`config.mk`:
```
export PLATFORM = sky130hd
export DESIGN_NAME = bit_serializer
export DESIGN_NICKNAME = d
export VERILOG_FILES = /design/src/rtl/serial_pkg.sv /design/src/rtl/bit_serializer.sv
export SDC_FILE = /design/constraint.sdc
export NUM_CORES = 1
export LEC_CHECK = 0
export BUFFER_PORTS_ARGS = -buffer_cell sky130_fd_sc_hd__buf_2
export CORE_MARGIN = 1.5
export CORE_UTILIZATION = 45
export DETAILED_ROUTE_END_ITERATION = 10
export PLACE_DENSITY = 0.69
export SKIP_LAST_GASP = 1
export SLEW_MARGIN = 20
export SYNTH_ARGS = -nofsm -noshare
export SYNTH_HDL_FRONTEND = slang
export SYNTH_SLANG_ARGS = --single-unit
```
`constraint.sdc`:
```
create_clock -name clk -period 1.5 [get_ports clk]
set_input_delay 0 -clock clk [delete_from_list [all_inputs] [get_ports clk]]
set_output_delay 0 -clock clk [all_outputs]
set_load 0.05 [all_outputs]
```
`src/rtl/serial_pkg.sv`:
```
// Shared state encoding and default word width for the serial front end.
package serial_pkg;
    localparam logic [1:0] IDLE   = 2'b00;
    localparam logic [1:0] SHIFT  = 2'b01;
    localparam logic [1:0] PARITY = 2'b10;
    localparam int DEFAULT_WIDTH  = 8;
endpackage

```
`src/rtl/bit_serializer.sv`:
```
// Parallel-in, serial-out stage feeding the sequence detector's w input.
// Define BIT_SERIALIZER_PARITY_EN to append one even-parity bit per frame.
module bit_serializer
    import serial_pkg::*;
#(
    parameter int WIDTH     = DEFAULT_WIDTH,
    parameter bit LSB_FIRST = 1'b0
) (
    input  logic             clk,
    input  logic             reset,
    input  logic             load_valid,
    output logic             load_ready,
    input  logic [WIDTH-1:0] din,
    output logic             w,
    output logic             w_valid,
    output logic             busy,
    output logic             frame_done
);
    localparam int CNT_W = $clog2(WIDTH);

    logic [1:0]       r_state;
    logic [1:0]       w_state_nxt;
    logic [WIDTH-1:0] r_shift;
    logic [CNT_W-1:0] r_cnt;
    logic             r_w;
    logic             r_w_valid;
    logic             r_frame_done;
    logic             w_ready;
    logic             w_accept;
    logic             w_last;
    logic             w_w_nxt;
    logic             w_vld_nxt;
    logic             w_fd_nxt;
`ifdef BIT_SERIALIZER_PARITY_EN
    logic             r_parity;
`endif

    function automatic logic head_bit(input logic [WIDTH-1:0] v);
        return LSB_FIRST ? v[0] : v[WIDTH-1];
    endfunction

    function automatic logic [WIDTH-1:0] advance(input logic [WIDTH-1:0] v);
        return LSB_FIRST ? (v >> 1) : (v << 1);
    endfunction

    // r_cnt is the index of the bit currently on w; zero marks the last data bit.
    assign w_last = (r_state == SHIFT) && (r_cnt == '0);

`ifdef BIT_SERIALIZER_PARITY_EN
    assign w_ready = (r_state == IDLE) || (r_state == PARITY);
`else
    assign w_ready = (r_state == IDLE) || w_last;
`endif

    assign load_ready = ~reset & w_ready;
    assign w_accept   = load_valid & load_ready;
    assign busy       = (r_state != IDLE);
    assign w          = r_w;
    assign w_valid    = r_w_valid;
    assign frame_done = r_frame_done;

    always_ff @(posedge clk) begin
        if (reset) r_state <= IDLE;
        else       r_state <= w_state_nxt;
    end

    always_comb begin
        w_state_nxt = r_state;
        case (r_state)
            IDLE:   if (w_accept) w_state_nxt = SHIFT;
            SHIFT: begin
                if (w_last) begin
`ifdef BIT_SERIALIZER_PARITY_EN
                    w_state_nxt = PARITY;
`else
                    w_state_nxt = w_accept ? SHIFT : IDLE;
`endif
                end
            end
            PARITY: w_state_nxt = w_accept ? SHIFT : IDLE;
            default: w_state_nxt = IDLE;
        endcase
    end

    // Outputs are registered, so compute the value the next cycle should show.
    always_comb begin
        w_w_nxt   = 1'b0;
        w_vld_nxt = 1'b0;
        w_fd_nxt  = 1'b0;
        if (w_accept) begin
            w_w_nxt   = head_bit(din);
            w_vld_nxt = 1'b1;
        end else if ((r_state == SHIFT) && !w_last) begin
            w_w_nxt   = head_bit(r_shift);
            w_vld_nxt = 1'b1;
`ifndef BIT_SERIALIZER_PARITY_EN
            w_fd_nxt  = (r_cnt == CNT_W'(1));
`endif
        end
`ifdef BIT_SERIALIZER_PARITY_EN
        else if (w_last) begin
            w_w_nxt   = r_parity;
            w_vld_nxt = 1'b1;
            w_fd_nxt  = 1'b1;
        end
`endif
    end

    always_ff @(posedge clk) begin
        if (reset) begin
            r_shift      <= '0;
            r_cnt        <= '0;
            r_w          <= 1'b0;
            r_w_valid    <= 1'b0;
            r_frame_done <= 1'b0;
`ifdef BIT_SERIALIZER_PARITY_EN
            r_parity     <= 1'b0;
`endif
        end else begin
            r_w          <= w_w_nxt;
            r_w_valid    <= w_vld_nxt;
            r_frame_done <= w_fd_nxt;
            if (w_accept) begin
                r_shift  <= advance(din);
                r_cnt    <= CNT_W'(WIDTH - 1);
`ifdef BIT_SERIALIZER_PARITY_EN
                r_parity <= ^din;
`endif
            end else if ((r_state == SHIFT) && !w_last) begin
                r_shift  <= advance(r_shift);
                r_cnt    <= r_cnt - CNT_W'(1);
            end
        end
    end
endmodule

```
==> impl_metrics.json <==
{
  "cts.sink_count": 14,
  "min_delay_worst_endpoint": "w",
  "row_count": 13,
  "rr_worst_depth": 5,
  "first_global_vias": 528,
  "relSlewSlack_pct": 79.8,
  "yosys.cell_types.count": 22,
  "end_kind": "output port",
  "rsz0062_at_grt": "no",
  "syn_area_per_cell_um2": 10.3,
  "first_pass_iters": 4,
  "die_h_um": 41.6,
  "finalWirelength_um": 1230,
  "fin_cells": 96,
  "clock_latency_ps": 280,
  "place_area_um2": 751,
  "cp_data_arrival_time_ps": 1410,
  "ctsRootBufferMaster": "clkbuf_4",
  "cts_tree": "built",
  "overflow": 0,
  "clock.fmax_mhz": 712,
  "maxCapViolations": 0,
  "tns_ps": 0,
  "via_per_inst": 5.70,
  "min_period_ps": 1410,
  "antenna_cells": 0,
  "design_area_um2": 802,
  "min-delay-start": "din[7]",
  "ios": 16,
  "reg2reg_from": "r_cnt[1]",
  "grt_pass1_wl_um": 2150,
  "ys_seq_area_share_pct": 41.9,
  "crit_path_max_fanout": 11,
  "initial_utilization_pct": 49.6,
  "yosysWarnings": 0,
  "dpl.cell_count": 92,
  "netlist_area_um2": 669,
  "fin_util_pct": 59.4,
  "numPortBuffers": 15,
  "p_total_mw": 0.916,
  "r2r_slack_ps": 200,
  "drt-initial-drc-count": 16,
  "drtAntennaViolNets": 0,
  "antenna_found_initial": 0,
  "vdd_drop_max_v": 0.000703,
  "clk_pin_slew_ps": 80,
  "num_vias": 547,
  "reg2reg_to": "frame_done",
  "setup_viol": 0,
  "syn_nets": 79,
  "p_leak_nw": 0.368,
  "htreeDepth": 1,
  "grt_max_degree": 15,
  "ctsLongestPathBuffers": 2,
  "hold_viol_final": 0,
  "hold_depth": 3,
  "start_kind": "flip-flop",
  "area_growth_pct": 19.8,
  "numCtsBuffers": 3,
  "routabilityCongestion": 0.672,
  "worst_pin_slew_ps": 302,
  "die_w_um": 41.6,
  "yosys.area.top_type_share_pct": 41.9,
  "hp-class": "primary input to flip-flop",
  "netlist_top_cells_area": "dfxtp_1 42%, mux2i_1 10%, a221oi_1 7.9%",
  "ys_seq_elements": 14,
  "clock_skew_ps": 1.93,
  "wire_per_inst_um": 12.8,
  "critPathKind": "flip-flop to output port",
  "grt.total_usage_pct": 16.3,
  "cp.required_ps": 1500,
  "nNetsFinal": 96,
  "hpwlAfterDp_um": 845,
  "status": "finished clean",
  "min_period_over_period_pct": 93.7,
  "post_cts_buffers": 0,
  "slew_viol_final": 0,
  "yosys.area.top_type": "dfxtp_1",
  "layout-drive-gt1-share_pct": 35.8,
  "coreArea_mm2": 0.00135,
  "syn_inst": 65,
  "hold_buffers": 0,
  "post-route-drc-count": 0,
  "die_area_mm2": 0.00173,
  "powerDensity_mw_per_mm2": 1140
}
## flip-flops by register name, indices dropped and copies added, names as in the netlist
signal and count:
r_cnt 3, r_state 1, frame_done 1, r_shift 7
w_valid 1, w 1
## cells in the mapped netlist, drive strengths merged
master	count
dfxtp	14
nor2	9
mux2i	7
a221oi	6
a211oi	4
inv	4
a21oi	3
buf	3
ha	3
and2b	2
nor3	2
a21o	1
and3	1
clkbuf	1
nand2	1
nand2b	1
nand3	1
nor4b	1
o211ai	1
## cell usage in the layout, fill, tap and decap left out, drive strengths merged, types with 2 or more instances in the layout
master,synthesis,final
nor3,2,2
mux2i,7,7
a211oi,4,4
buf,3,16
dfxtp,14,14
a21oi,3,3
ha,3,3
nor2,9,9
clkbuf,1,4
and2b,2,2
a221oi,6,6
inv,4,4
## where the power goes
part | total, mW | internal (mW) | switching (mW) | leakage [nW]
Combinational | 0.219 | 0.0907 | 0.129 | 0.231
Sequential | 0.428 | 0.406 | 0.0221 | 0.116
Clock | 0.268 | 0.148 | 0.121 | 0.0210
## per-layer routing
metal / global-route usage, % / routed length, µm
met5: 0 / 0
met4: 5.81 / 6
met3: 8.26 / 68
met2: 26.6 / 570
met1: 18.2 / 588
## worst max-delay path, cell delays in order (launching register included)
cell and delay (ps):
dfxtp_1 320, inv_1 120, ha_4 180, nand2b_4 130, a21oi_4 170, buf_4 210
## stage by stage
step / setup slack, ps / hold slack (ps)
final: 94.8 / 5.82
after global placement: 117 / 301
after CTS: 1.33 / 0.916
after global routing: 13.6 / 22.8
after floorplan: 32.8 / 53.4
after detailed placement: 100 / 307
## cell type report
type	instances	area, µm²
fillers	122	548
repair buffers	16	85.1
clock buffers	4	36.3
multi-input cells	43	367
inverters	4	15.0
well taps	15	18.8
flip-flops and latches	14	280
## worst max path at each step
stage	from	end	slack, ps	depth (start not counted)
after CTS	r_cnt[0]	load_ready	1	5
after global placement	r_cnt[0]	frame_done	120	5
final	r_cnt[1]	load_ready	90	5
after global routing	r_cnt[1]	load_ready	10	5
after floorplan	r_state[0]	r_cnt[0]	30	4
after detailed placement	r_cnt[0]	frame_done	100	5
## cells by family (layout without fill, tap and decap cells)
logic type	Yosys count	after routing	share of synthesized area, %
DFF	14	14	41.9
buffers and inverters	8	24	6.91
and+or+nand+nor	18	18	16.3
adders and majority gates	3	3	5.61
muxes	7	7	10.5
AOI/OAI and AO/OA	15	15	18.9
## repair_timing
item / in CTS / in global routing
pin swaps: 0 / 0
endpoints found under the setup margin: 1 / 1
gates resized for setup: 2 / 2
No activity file was read; power rests on OpenSTA's default activity.
